### src/rtl/bit_ops_unit.sv
// Registered bit-manipulation helpers for LSU/LRQ bookkeeping: popcount,
// lowest-set-bit pick (one-hot + index) and one-hot OR-mux, one register stage.

module bit_ops_word_gate #(
  parameter int DATA_WIDTH = 32
) (
  input  logic                  sel,
  input  logic [DATA_WIDTH-1:0] word,
  output logic [DATA_WIDTH-1:0] gated
);
  assign gated = word & {DATA_WIDTH{sel}};
endmodule

module bit_ops_unit #(
  parameter int WIDTH      = 8,
  parameter int OH_WORDS   = 4,
  parameter int DATA_WIDTH = 32,
  localparam int CNT_W     = $clog2(WIDTH) + 1,
  localparam int IDX_W     = (WIDTH > 1) ? $clog2(WIDTH) : 1
) (
  input  logic                           i_clk,
  input  logic                           i_reset,
  input  logic                           i_valid,
  input  logic [WIDTH-1:0]               i_vec,
  input  logic [OH_WORDS-1:0]            i_oh,
  input  logic [OH_WORDS*DATA_WIDTH-1:0] i_data,
  output logic                           o_valid,
  output logic [CNT_W-1:0]               o_cnt,
  output logic [WIDTH-1:0]               o_lsb_oh,
  output logic [IDX_W-1:0]               o_lsb_idx,
  output logic                           o_lsb_found,
  output logic [DATA_WIDTH-1:0]          o_sel,
  output logic                           o_oh_err
);

  logic [CNT_W-1:0]      cnt_d;
  logic [WIDTH-1:0]      neg_vec;
  logic [WIDTH-1:0]      lsb_oh_d;
  logic [IDX_W-1:0]      lsb_idx_d;
  logic                  found_d;
  logic [DATA_WIDTH-1:0] sel_d;
  logic                  oh_err_d;
  logic                  oh_seen;

  logic [OH_WORDS-1:0][DATA_WIDTH-1:0] words;
  logic [OH_WORDS-1:0][DATA_WIDTH-1:0] gated;

  always_comb begin
    cnt_d = '0;
    for (int i = 0; i < WIDTH; i++)
      cnt_d = cnt_d + CNT_W'(i_vec[i]);
  end

  // Two's-complement trick isolates the lowest set bit; zero stays zero.
  assign neg_vec  = ~i_vec + WIDTH'(1);
  assign lsb_oh_d = i_vec & neg_vec;
  assign found_d  = |i_vec;

  // lsb_oh_d is at most one-hot, so OR-encoding its bit positions is exact.
  always_comb begin
    lsb_idx_d = '0;
    for (int i = 0; i < WIDTH; i++)
      if (lsb_oh_d[i]) lsb_idx_d = lsb_idx_d | IDX_W'(i);
  end

  genvar w;
  generate
    for (w = 0; w < OH_WORDS; w++) begin : g_word
      assign words[w] = i_data[w*DATA_WIDTH +: DATA_WIDTH];
      bit_ops_word_gate #(.DATA_WIDTH(DATA_WIDTH)) u_gate (
        .sel   (i_oh[w]),
        .word  (words[w]),
        .gated (gated[w])
      );
    end
  endgenerate

  always_comb begin
    sel_d = '0;
    for (int i = 0; i < OH_WORDS; i++)
      sel_d = sel_d | gated[i];
  end

  // Error as soon as a second select bit shows up; no full count needed.
  always_comb begin
    oh_seen  = 1'b0;
    oh_err_d = 1'b0;
    for (int i = 0; i < OH_WORDS; i++) begin
      if (i_oh[i] && oh_seen) oh_err_d = 1'b1;
      if (i_oh[i])            oh_seen  = 1'b1;
    end
  end

  always_ff @(posedge i_clk or posedge i_reset) begin
    if (i_reset) begin
      o_valid     <= 1'b0;
      o_cnt       <= '0;
      o_lsb_oh    <= '0;
      o_lsb_idx   <= '0;
      o_lsb_found <= 1'b0;
      o_sel       <= '0;
      o_oh_err    <= 1'b0;
    end else begin
      o_valid <= i_valid;
      if (i_valid) begin
        o_cnt       <= cnt_d;
        o_lsb_oh    <= lsb_oh_d;
        o_lsb_idx   <= lsb_idx_d;
        o_lsb_found <= found_d;
        o_sel       <= sel_d;
        o_oh_err    <= oh_err_d;
      end
    end
  end

endmodule

### config.mk
export PLATFORM = sky130hd
export DESIGN_NAME = bit_ops_unit
export DESIGN_NICKNAME = d
export VERILOG_FILES = /design/src/rtl/bit_ops_unit.sv
export SDC_FILE = /design/constraint.sdc
export NUM_CORES = 1
export LEC_CHECK = 0
export BUFFER_PORTS_ARGS = -buffer_cell sky130_fd_sc_hd__buf_2
export CORE_UTILIZATION = 45
export CTS_CLUSTER_SIZE = 12
export DETAILED_ROUTE_END_ITERATION = 8
export HOLD_SLACK_MARGIN = 0.05
export MAX_ROUTING_LAYER = met4
export PLACE_DENSITY = 0.91
export SLEW_MARGIN = 40
export SYNTH_ARGS = -nofsm -noshare
export SYNTH_HDL_FRONTEND = slang
export SYNTH_SLANG_ARGS = --single-unit
### constraint.sdc
create_clock -name i_clk -period 2.45 [get_ports i_clk]
set_input_delay 0.1225 -clock i_clk [delete_from_list [all_inputs] [get_ports i_clk]]
set_output_delay 0.1225 -clock i_clk [all_outputs]
set_load 0.01 [all_outputs]
* Yosys cells after proc, flatten, opt, wreduce, memory -nomap -nowiden
Index checks and enable logic that the tools add are counted.
** Word-level totals
- Register bits :: 50
- Logic and storage cells :: 41
- Bits of input ports :: 143
- Output and inout port bits :: 50
** Operators by class
- Bitwise operators :: 9
- Add/sub/neg operators :: 8
- Reductions and logical operators :: 4
- Muxes and demuxes :: 13
** Operators with widths (number)
- AND 32 bit :: 4
- OR 32 bit :: 3
- adder 4 x 1 -> 4 bit :: 4
- two-way mux 3 bit :: 4
- adder 8 x 1 -> 8 bit (second input constant) :: 1
- AND 8 bit :: 1
- inverter 8 bit :: 1
- OR reduction 8 bit :: 1
- two-way mux 1 bit :: 7
- adder 3 x 1 -> 4 bit :: 1
- two-way mux 2 bit :: 2
- adder 2 x 1 -> 3 bit :: 1
- logical AND 1 bit :: 3
- adder 1 x 1 -> 2 bit :: 1

* Depth between registers and ports, before layout
- Depth in word-level cells :: 10
- Mapped depth :: 10
- Gate-level depth less buffers :: 10

* Hierarchy
Synthesis repeated with hierarchy kept, for this count alone.
** Second synthesis, totals
- Cells, all modules :: 372
- Area, all modules :: 3364.5 um^2
** Modules (own cells, without submodules)
- bit_ops_unit :: seq. area each 1251.2 um^2, area each 2343.5 um^2, instances 1, cells each 232
- bit_ops_word_gate :: seq. area each 0.0 um^2, area each 255.2 um^2, instances 4, cells each 35

* Worst setup path after synthesis
Ideal clock, no wire load.
- Kind :: input-to-reg
- From :: in i_vec[0]
- To :: reg o_cnt[2]
- Stages on the path :: 10
- Setup time :: 0.125 ns
- Data arrival time :: 2.550 ns
- Setup slack :: -0.225 ns
- Data required time :: 2.325 ns
- Buffers on the path :: 0
- Cells stage by stage :: fa_1 -> inv_1 -> fa_1 -> fa_1 -> inv_1 -> ha_1 -> inv_1 -> fa_1 -> xnor2_1 -> mux2_2
** Between the ends
- Word-level cells in the longest chain between the ends :: 7
** RTL lines
- start: declaration :: RTL line 24 : input logic [WIDTH-1:0] i_vec,
- adder 1 x 1 -> 2 bit :: RTL line 51 : cnt_d = cnt_d + CNT_W'(i_vec[i]);
- adder 2 x 1 -> 3 bit :: RTL line 51
- adder 3 x 1 -> 4 bit :: RTL line 51
- adder 4 x 1 -> 4 bit (4 in a row) :: RTL line 51
- end signal: assignment :: RTL line 106 : o_cnt <= cnt_d;
- end: declaration :: RTL line 28 : output logic [CNT_W-1:0] o_cnt,
No other way between the ends.
A chain may end at the register's enable or synchronous reset.

* Worst setup path after layout
- From :: in i_vec[1]
- To :: reg o_cnt[2]
The elaborated chain is that of the path after synthesis.

==> key figures <==
Cells and area
  – Inserted Diodes: 0
  – Layout area overhead: 42.0%
  – Net count reported at finish: 612
  – Share of post-route cells with drive strength above 1: 0.486

Floorplan
  – Area of the die: 6420 µm²
  – Die span in x: 80.1 µm
  – Rows: 28
  – Die height: 80.1 µm
  – Initial Utilization: 0.466
  – Core box area: 5890 µm²
  – Ports: 193

Synth
  – Syn_nets: 430
  – Synth cell types: 30
  – Cell Area, Synth: 2750 µm²
  – YS warnings: 0
  – Seq/Total Area, Yosys: 0.456
  – Synth Area per Inst: 9.87 µm²
  – Post-Syn Instances: 278
  – Synthesized flop and latch total: 50

Placed design
  – GP Congestion: 0.923
  – Dpl hpwl: 6.25 mm
  – Post-Place Setup Slack: -516 ps
  – PortBufs: 192

Route
  – Total Wirelength: 8.68 mm
  – DR DRC count: 0
  – Vias per inst: 5.57
  – Vias: 2,988
  – Antenna Violating Nets Remaining: 0
  – Drt pass-1 iters: 5
  – Drt wl/cell: 16.2 µm
  – Initial drt markers: 175

Timing
  – # setup viols final: 2
  – Setup TNS Final: -338 ps
  – RSZ-0062 raised after global routing: true
  – Slew margin rel.: 0.540
  – Pins Over Slew Limit: 0
  – Fmax: 0.373 GHz
  – Worst-Margin Slew: 690 ps
  – Final Critical Period: 2680 ps
  – Final Hold Fails: 0
  – Post-route clock period utilization: 1.10
  – Clk_skew: 0 ps
  – Final Worst Setup Slack: -233 ps

Pwr
  – Worst ir drop on vdd: 0.332 mV
  – Final Power: 2170 µW
  – Leakage power: 0.00191 µW
  – PD cells: 557 nW/µm²

Min path
  – Hold Crit Class: input port to flop
  – Worst Hold Depth: 3

GRT
  – GRT Total Usage: 0.273
  – Vias in the first global route: 2,844
  – Largest net degree at the start of global routing: 49
  – Initial antenna violation count: 0
  – First-pass GRT wire length: 13.1 mm
  – Gr ovfl total: 0

Worst setup path
  – Reg-to-Reg End: o_lsb_oh[3]
  – Setup crit start: i_vec[1]
  – CP peak stage delay: 590 ps
  – Required @ worst endpoint: 2630 ps
  – Worst path top cell family by delay: adder cells
  – Worst setup EP type: flop
  – Cell Chain, Critical Path: buf_2, fa_1, inv_2, fa_2, fa_1, inv_2, ha_4, inv_2, fa_2, xnor2_1, mux2_4
  – Worst Path Max Fanout: 2
  – Critical Path End: o_cnt[2]
  – Crit path kind: input port to flop
  – Worst Reg-to-Reg Cells: 1
  – CP most frequent cell: inv_2
  – Reg2Reg Setup Slack: 1670 ps
  – Reg2reg start: o_lsb_oh[3]
  – Worst path depth: 11
  – Worst Path Arrival: 2870 ps
  – Critical Path Source Type: input port
  – Critical path buffer and inverter count: 4
  – Slowest cell on the critical path: fa_2

Clock tree
  – Max Root-Sink Buffers: 2
  – CTS H-tree depth: 2
  – TritonCTS Buffers: 5
  – Root Buffer Master: clkbuf_8
  – CTS tree: yes
  – Clock Latency Late Sink: 290 ps
  – CTS Sinks: 50
  – Clock-pin transition on the worst setup and hold timing paths: 90 ps

Flow run
  – # Max-Cap Violations: 0

Status
  – Status: finished with violations
  – Failing checks: negative setup slack
## metal layers
metal	part of all wire	wire [µm]	track usage	vias up
met1	0.38	3330	0.300	1414
li1	-	-	-	1395
met4	0.036	312	0.155	0
met2	0.52	4470	0.469	146
met3	0.065	565	0.0455	33
met5	0	0	-	-
## cell type report
type                            count  area, µm²
Fill cell                         493       1990
Sequential cell                    50       1250
Multi-Input combinational cell    181       1310
Clock inverter                      1       30.0
Inverter                           21       78.8
Timing Repair Buffer              201       1060
Clock buffer                        7       76.3
Tap cell                           75       93.8
## per-stage QoR
step           cells  cell area, µm²   util  hold slack (ps)
4_1_cts          534            3860  0.656              132
3_5_place_dp     524            3720  0.633              201
2_1_floorplan    278            2750      -              154
5_1_grt          536            3900  0.662              144
3_3_place_gp     524            3720  0.633              199
6_report         536            3900  0.662              139
## synth_stat cells (all sizes together)
cell type / number / area, µm²
a22oi: 64 / 480
clkbuf: 1 / 3.75
nand4: 1 / 6.26
maj3: 1 / 10.0
inv: 21 / 78.8
a31oi: 33 / 206
nand2: 3 / 11.3
and4: 1 / 8.76
nand3: 4 / 20.0
mux2i: 2 / 20.0
fa: 4 / 80.1
nor3b: 1 / 7.51
nor4: 1 / 21.3
mux2: 5 / 56.3
and2: 1 / 6.26
a41oi: 2 / 32.5
nor2: 40 / 150
ha: 5 / 62.6
o31ai: 1 / 7.51
buf: 25 / 125
o22ai: 2 / 12.5
a21oi: 3 / 15.0
nor4b: 2 / 38.8
o21ai: 4 / 23.8
xnor2: 1 / 8.76
dfrtp: 50 / 1250
## registers in the layout, indices dropped and copies added (netlist names)
signal / flops
o_oh_err: 1
o_lsb_oh: 8
o_sel: 32
o_valid: 1
o_cnt: 4
o_lsb_found: 1
o_lsb_idx: 3
## kinds of logic (layout without fill, tap and decap cells)
group / count (synthesis) / after routing / synth area share
xor+xnor: 1 / 1 / 0.00319
mux: 7 / 7 / 0.0278
fa+ha+maj: 10 / 10 / 0.0556
flops: 50 / 50 / 0.456
buf+inv: 47 / 230 / 0.0757
compound gates: 109 / 109 / 0.283
simple gates: 54 / 54 / 0.0985
## layout by cell type (no fill, tap or decap), types with 2 or more instances in the layout
cell type / instances
a21oi_1: 2
a22oi_1: 64
a31oi_1: 33
a41oi_2: 2
buf_2: 190
buf_4: 8
clkbuf_1: 2
clkbuf_8: 5
dfrtp_1: 50
fa_1: 2
fa_2: 2
ha_1: 4
inv_1: 17
inv_2: 4
mux2_2: 3
mux2i_1: 2
nand2_1: 3
nand3_1: 4
nor2_1: 40
o21ai_1: 2
o22ai_1: 2
## repair_timing
item | CTS | global route
setup buffers | 1 | 2
cloned | 0 | 0
endpoints found under the setup margin | 2 | 2
pin swaps | 1 | 3
hold buffers | 1 | 0
gates resized for setup | 4 | 6
hold endpoints to repair | 26 | 0
## how the worst min path moves through the flow
stage                      startpoint         to  slack, ps
final                     i_data[115]  o_sel[19]        140
after global routing       i_data[80]  o_sel[16]        140
after CTS                 i_data[115]  o_sel[19]        130
after detailed placement      i_reset   o_sel[2]        200
after global placement        i_reset   o_sel[2]        200
after floorplan               i_valid    o_valid        150
## report_power, final
part | switching [µW] | internal, µW
registers | 49.6 | 918
logic | 338 | 307
clock network | 253 | 306
(Power assumes the default switching activity.)
